<file path="src/rtl/keccak_readout_seq.sv">
// Drains a captured 512-bit Keccak digest as a stream of 32-bit words on a valid/ready port.
// Captures on digest_valid, steps a word index through the requested count, then pulses done.
module keccak_readout_seq (
    input  logic         clk,
    input  logic         rst,
    input  logic         digest_valid,
    input  logic [511:0] digest,
    input  logic [3:0]   len,
    input  logic         abort,
    input  logic         word_ready,
    output logic         word_valid,
    output logic [31:0]  word_data,
    output logic [3:0]   word_idx,
    output logic         busy,
    output logic         done,
    output logic         overrun,
    input  logic         clr_overrun
);

    localparam int unsigned WORDS  = 16;
    localparam int unsigned WORD_W = 32;
    localparam int unsigned IDX_W  = 4;
    localparam int unsigned CNT_W  = 5;
    localparam int unsigned DIG_W  = WORDS * WORD_W;

    typedef enum logic {IDLE, STREAM} state_t;

    state_t             state, state_n;
    logic [DIG_W-1:0]   dbuf, dbuf_n;
    logic [IDX_W-1:0]   idx_n;
    logic [CNT_W-1:0]   count, count_n;
    logic [WORD_W-1:0]  data_n;
    logic               done_n;
    logic               ovr_n;
    logic               ovr_set;
    logic               hs;
    logic               last;

    assign hs   = word_valid & word_ready;
    assign last = (word_idx == IDX_W'(count - CNT_W'(1)));

    // Next-state, capture, index stepping and overrun tracking
    always_comb begin
        state_n = state;
        dbuf_n  = dbuf;
        idx_n   = word_idx;
        count_n = count;
        done_n  = 1'b0;
        ovr_set = 1'b0;

        unique case (state)
            IDLE: begin
                if (abort) begin
                    idx_n = '0;
                end else if (digest_valid) begin
                    dbuf_n  = digest;
                    count_n = (len == '0) ? CNT_W'(WORDS) : CNT_W'(len);
                    idx_n   = '0;
                    state_n = STREAM;
                end
            end
            STREAM: begin
                if (abort) begin
                    idx_n   = '0;
                    state_n = IDLE;
                end else begin
                    ovr_set = digest_valid;
                    if (hs) begin
                        if (last) begin
                            idx_n   = '0;
                            done_n  = 1'b1;
                            state_n = IDLE;
                        end else begin
                            idx_n = word_idx + IDX_W'(1);
                        end
                    end
                end
            end
            default: state_n = IDLE;
        endcase

        // set wins over a simultaneous clear
        ovr_n  = ovr_set | (overrun & ~clr_overrun);
        data_n = dbuf_n[{idx_n, 5'd0} +: WORD_W];
    end

    // State and registered outputs
    always_ff @(posedge clk or posedge rst) begin
        if (rst) begin
            state      <= IDLE;
            dbuf       <= '0;
            count      <= CNT_W'(WORDS);
            word_idx   <= '0;
            word_data  <= '0;
            word_valid <= 1'b0;
            busy       <= 1'b0;
            done       <= 1'b0;
            overrun    <= 1'b0;
        end else begin
            state      <= state_n;
            dbuf       <= dbuf_n;
            count      <= count_n;
            word_idx   <= idx_n;
            word_data  <= data_n;
            word_valid <= (state_n == STREAM);
            busy       <= (state_n == STREAM);
            done       <= done_n;
            overrun    <= ovr_n;
        end
    end

endmodule

</file>
<file path="config.mk">
export PLATFORM = sky130hd
export DESIGN_NAME = keccak_readout_seq
export DESIGN_NICKNAME = d
export VERILOG_FILES = /design/src/rtl/keccak_readout_seq.sv
export SDC_FILE = /design/constraint.sdc
export NUM_CORES = 2
export LEC_CHECK = 0
export CAP_MARGIN = 30
export CORE_MARGIN = 2
export CORE_UTILIZATION = 47
export CTS_BUF_LIST = sky130_fd_sc_hd__clkbuf_2 sky130_fd_sc_hd__clkbuf_4 sky130_fd_sc_hd__clkbuf_8
export CTS_CLUSTER_DIAMETER = 100
export DETAILED_ROUTE_END_ITERATION = 10
export HOLD_SLACK_MARGIN = 0.03
export PLACE_DENSITY = 0.86
export SYNTH_ARGS = -nofsm -noshare
export SYNTH_HDL_FRONTEND = slang
export SYNTH_SLANG_ARGS = --single-unit
</file>
<file path="constraint.sdc">
create_clock -name clk -period 22.8 [get_ports clk]
set_input_delay 6.84 -clock clk [delete_from_list [all_inputs] [get_ports clk]]
set_output_delay 6.84 -clock clk [all_outputs]
set_load 0.05 [all_outputs]
</file>
== Yosys cells after proc, flatten, opt, wreduce, memory -nomap -nowiden ==
Cells that the tools add are included.
Storage, ports and cells
  flip-flop bits (word level): 555
  input bits: 522
  output and inout port bits: 40
  word-level logic and storage cells: 41
Cells by class
  add/subtract/negate cells: 2
  equality and inequality tests: 1
  shift-type cells: 1
  muxes and demuxes: 22
  bitwise operators: 6
  reduce and logical (&&, ||, !) cells: 2
Operators with widths (count)
  $mux 512: 3
  $shiftx 512x10->32: 1
  $mux 4: 6
  $mux 1: 11
  $pmux 4 s2: 1
  $add 4x1->4 const B: 1
  $eq 4x4->1: 1
  $logic_not 4->1: 1
  $sub 4x1->4 const B: 1
  $not 1->1: 3
  $reduce_and 3->1: 1
  $and 1x1->1: 2
  $pmux 1 s2: 1
  $or 1x1->1: 1

== Logic depth before layout (Yosys ltp) ==
  depth in word-level cells: 7
  mapped depth: 11
  mapped depth without buffers: 8

== Worst setup path after synthesis ==
OpenSTA, ideal clock, no wires.
  path type: input-to-reg
  from: input digest_valid
  to: register word_data[6]
  library setup time: 125 ps
  data arrival time: 8345 ps
  data required time: 22675 ps
  slack: 14330 ps
  cell stages on the path: 8
  buffers on the path: 2
  cells stage by stage: nand2b_1 -> nor2_1 -> buf_2 -> buf_2 -> mux2_2 -> mux2_1 -> o22ai_1 -> nor4_1
Between the ends
  longest elaborated chain between the ends: 4
  elaborated cells on any way between the ends: 7
  classes of those cells: 1 x shift; 6 x mux
Ends and longest elaborated chain
  start: declaration: line 6  | input logic digest_valid,
  $mux 512: line 55  | end else if (digest_valid) begin
  $mux 512: line 53  | if (abort) begin
  $mux 512: line 51  | unique case (state)
  named net dbuf_n[166]: line 29  | logic [DIG_W-1:0] dbuf, dbuf_n;
  $shiftx 512x10->32: line 84  | data_n = dbuf_n[{idx_n, 5'd0} +: WORD_W];
  named net data_n[6]: line 32  | logic [WORD_W-1:0] data_n;
  end signal: assignment: line 104  | word_data <= data_n;
  end: declaration: line 12  | output logic [31:0] word_data,
The timed path passes the listed nets, and every way through them passes these cells.
A chain may end at the register's enable or synchronous reset.

== Final worst setup path ==
  from: input word_ready
  to: register word_data[23]
Between the ends
  longest elaborated chain between the ends: 5
Ends and longest elaborated chain
  start: declaration: line 10  | input logic word_ready,
  $and 1x1->1: line 39  | assign hs = word_valid & word_ready;
  $mux 4: line 68  | if (hs) begin
  $mux 4: line 63  | if (abort) begin
  $pmux 4 s2: line 51
  $shiftx 512x10->32: line 84
  named net data_n[23]: line 32
The timed path passes the listed nets, and every way through them passes these cells.

==> results.json <==
{
  "outcome": "finished, final reports clean",
  "yosysWarnings": 0,
  "cts_made_buffers": 91,
  "synth.avg_cell_area_um2": 14.8,
  "max_freq_ghz": 0.0948,
  "drive_above_1_share": 0.407,
  "wl_per_cell_um": 26.5,
  "ctsHoldBuffers": 0,
  "cp.arrival_ps": 11080,
  "share_comb_of_total_power": 0.243,
  "start_util": 0.477,
  "synthToLayoutAreaGrowth_pct": 33.6,
  "async_flop_share": 1.00,
  "insertion_delay_ps": 680,
  "max-slew-margin-rel": 0.262,
  "grt_pass1_vias": 18002,
  "fp.coreArea_um2": 51500,
  "seqPwrFrac": 0.442,
  "post-synth-top-area-fraction": 0.565,
  "worst_slack_ps": 12250,
  "met1_usage": 0.358,
  "worst-path-max-fanout": 60,
  "hold_start": "dbuf[102]",
  "viasPerCell": 5.50,
  "tritoncts": "yes",
  "ys_types": 41,
  "crit_type": "input port to flop",
  "fin_crit_sh": 0.463,
  "grt.overflow.total": 0,
  "finalHoldViolCount": 0,
  "fin_skew_ps": 19.4,
  "drt_first_pass_iters": 5,
  "crit_slowest_cell": "buf_4",
  "fp.dieH_um": 233,
  "busiest_layer": "met2",
  "regToRegStartpoint": "count[0]",
  "drtAntennaViolNets": 0,
  "grt_pass1_wl_mm": 115,
  "cp.buffers_inverters": 3,
  "power_switching_mw": 0.789,
  "final_cells": 2990,
  "synth_common_cells": "734 x mux2_2, 555 x dfrtp_1, 97 x o22ai_1",
  "rrSetupSlack_ps": 18190,
  "nets": 2750,
  "netlist_instances": 1656,
  "grt_setup_unrepaired": "no",
  "drtIter0Drc": 1058,
  "cts_sinks": 555,
  "postLayoutCoreUtil": 0.638,
  "num_io_pins": 562,
  "crit_chain": "clkdlybuf4s50_1 > and2_1 > nand4_1 > o21ai_4 > buf_4 > buf_4 > mux2_2 > o22ai_1 > nor4_1",
  "pwr-share-clk": 0.315,
  "hold_ws_ps": 493,
  "endpoint_kind": "flop",
  "track_usage": 0.292,
  "maxSlewViolCount": 0,
  "power.density_nw_per_um2": 87.7,
  "finalWorstPathRequiredPeriod_ps": 10550,
  "peakVddDrop_uv": 48.4,
  "min_to": "dbuf[102]",
  "antenna_found_initial": 29,
  "row_count": 83,
  "worst_ep_required_time_ps": 23320,
  "swShare": 0.274,
  "synth_most_common_cell": "mux2_2",
  "numPortBuffers": 561,
  "clk_pin_slew_worst_paths_ps": 60,
  "setup_tns_ps": 0,
  "root_buffer": "clkbuf_8",
  "yosys.area.top_type": "dfrtp_1",
  "postPlaceCellArea_um2": 30800,
  "r2r_cells": 10,
  "totalWireLength_mm": 79.2,
  "r2r-end": "word_data[23]",
  "max_stage_delay_ps": 830,
  "dr_total_vias": 16438,
  "critPathLaunchType": "input port",
  "die_x_um": 233,
  "syn_area_um2": 24600,
  "hold_path_depth": 1,
  "cts_resized": 0,
  "place_ws_ps": 11270,
  "synth_ff_type": "dfrtp_1",
  "total_power_mw": 2.88,
  "die-area_um2": 54100,
  "syn_nets": 2180,
  "place_congestion": 0.894,
  "grtUsageMet3": 0.0793,
  "tightest_slew_ps": 1110,
  "synth_edf_count": 0,
  "post_cts_buffers": 0,
  "grt_util_met2": 0.477,
  "grt_max_degree": 194,
  "ys_seq_elements": 555,
  "critPathTopFamily": "buffers and inverters",
  "yosysSeqAreaShare": 0.565,
  "cellLeakagePower_nw": 13.6,
  "cp.depth": 9,
  "drc": 0,
  "p_int_mw": 2.09,
  "cts_buffer_depth": 3,
  "setup_viol": 0,
  "hp-class": "flop to flop",
  "fin_area_um2": 32800,
  "crit_top_cell": "buf_4",
  "synth.area.top_cells": "dfrtp_1 57%, mux2_2 34%, o22ai_1 2.5%",
  "post-dp-hpwl_mm": 57.9,
  "ctsHtreeMaxLevel": 3,
  "placedCellCount": 2810,
  "drv_cap": 0
}
[routing by layer]
layer  vias to the layer above  share of wire  wire length, um
met5                         -         0.0011               91
met4                        14          0.050             3930
met3                       164          0.072             5670
met2                       603           0.49            38400
met1                      8377           0.39            31100
li1                       7280              -                -
[cell families after synthesis]
kind of cell,count (synthesis),synth area share
AOI/OAI and AO/OA,143,0.0407
xor gates and xnor gates,8,0.00402
adders and majority gates,2,0.00102
buffers and inverters,118,0.0234
DFF,555,0.565
muxes,770,0.351
and+or+nand+nor,60,0.0146
[state kept, by name (all words and copies together), names as in the netlist]
| register | flops |
|---|---|
| dbuf | 512 |
| word_idx | 4 |
| done | 1 |
| overrun | 1 |
| state | 1 |
| count | 4 |
| word_data | 32 |
[layout by cell type (no fill, tap or decap), drive strengths merged, types with 6 or more instances in the layout]
cell type      Yosys  final
diode              0     18
mux2i             32     32
o2bb2ai           32     32
clkinv             0      6
dfrtp            555    555
clkbuf            21    148
inv                7     10
nor4              32     32
clkdlybuf4s50      0    561
mux2             738    738
buf               90     27
o22ai             97     97
[final cells by class]
class	count	area [um2]
antenna	18	45.0
clock inverter	11	71.3
sequential	555	13900
timing repair buffer	588	5960
inverter	7	33.8
clock buffer	148	1840
multi-input combinational	983	10100
fill	3806	18700
tap	680	851
[power groups by stage]
stage                     clock network, mW  logic, mW  registers (mW)
after global placement                    0      0.669            1.28
after CTS                             0.923      0.700            1.27
after floorplan                           0      0.401            1.32
after detailed placement                  0      0.694            1.29
after global routing                  0.973      0.750            1.29
final                                 0.907      0.700            1.27
[worst max-delay path by stage]
stage,from,end,slack (ps)
final,word_ready,word_data[23],12250
after global routing,word_ready,word_data[23],12060
after CTS,digest_valid,word_data[13],11980
after detailed placement,digest_valid,word_data[13],11270
after global placement,digest_valid,word_data[30],11190
after floorplan,rst,count[0],440
Power figures use the tool's default switching activity.
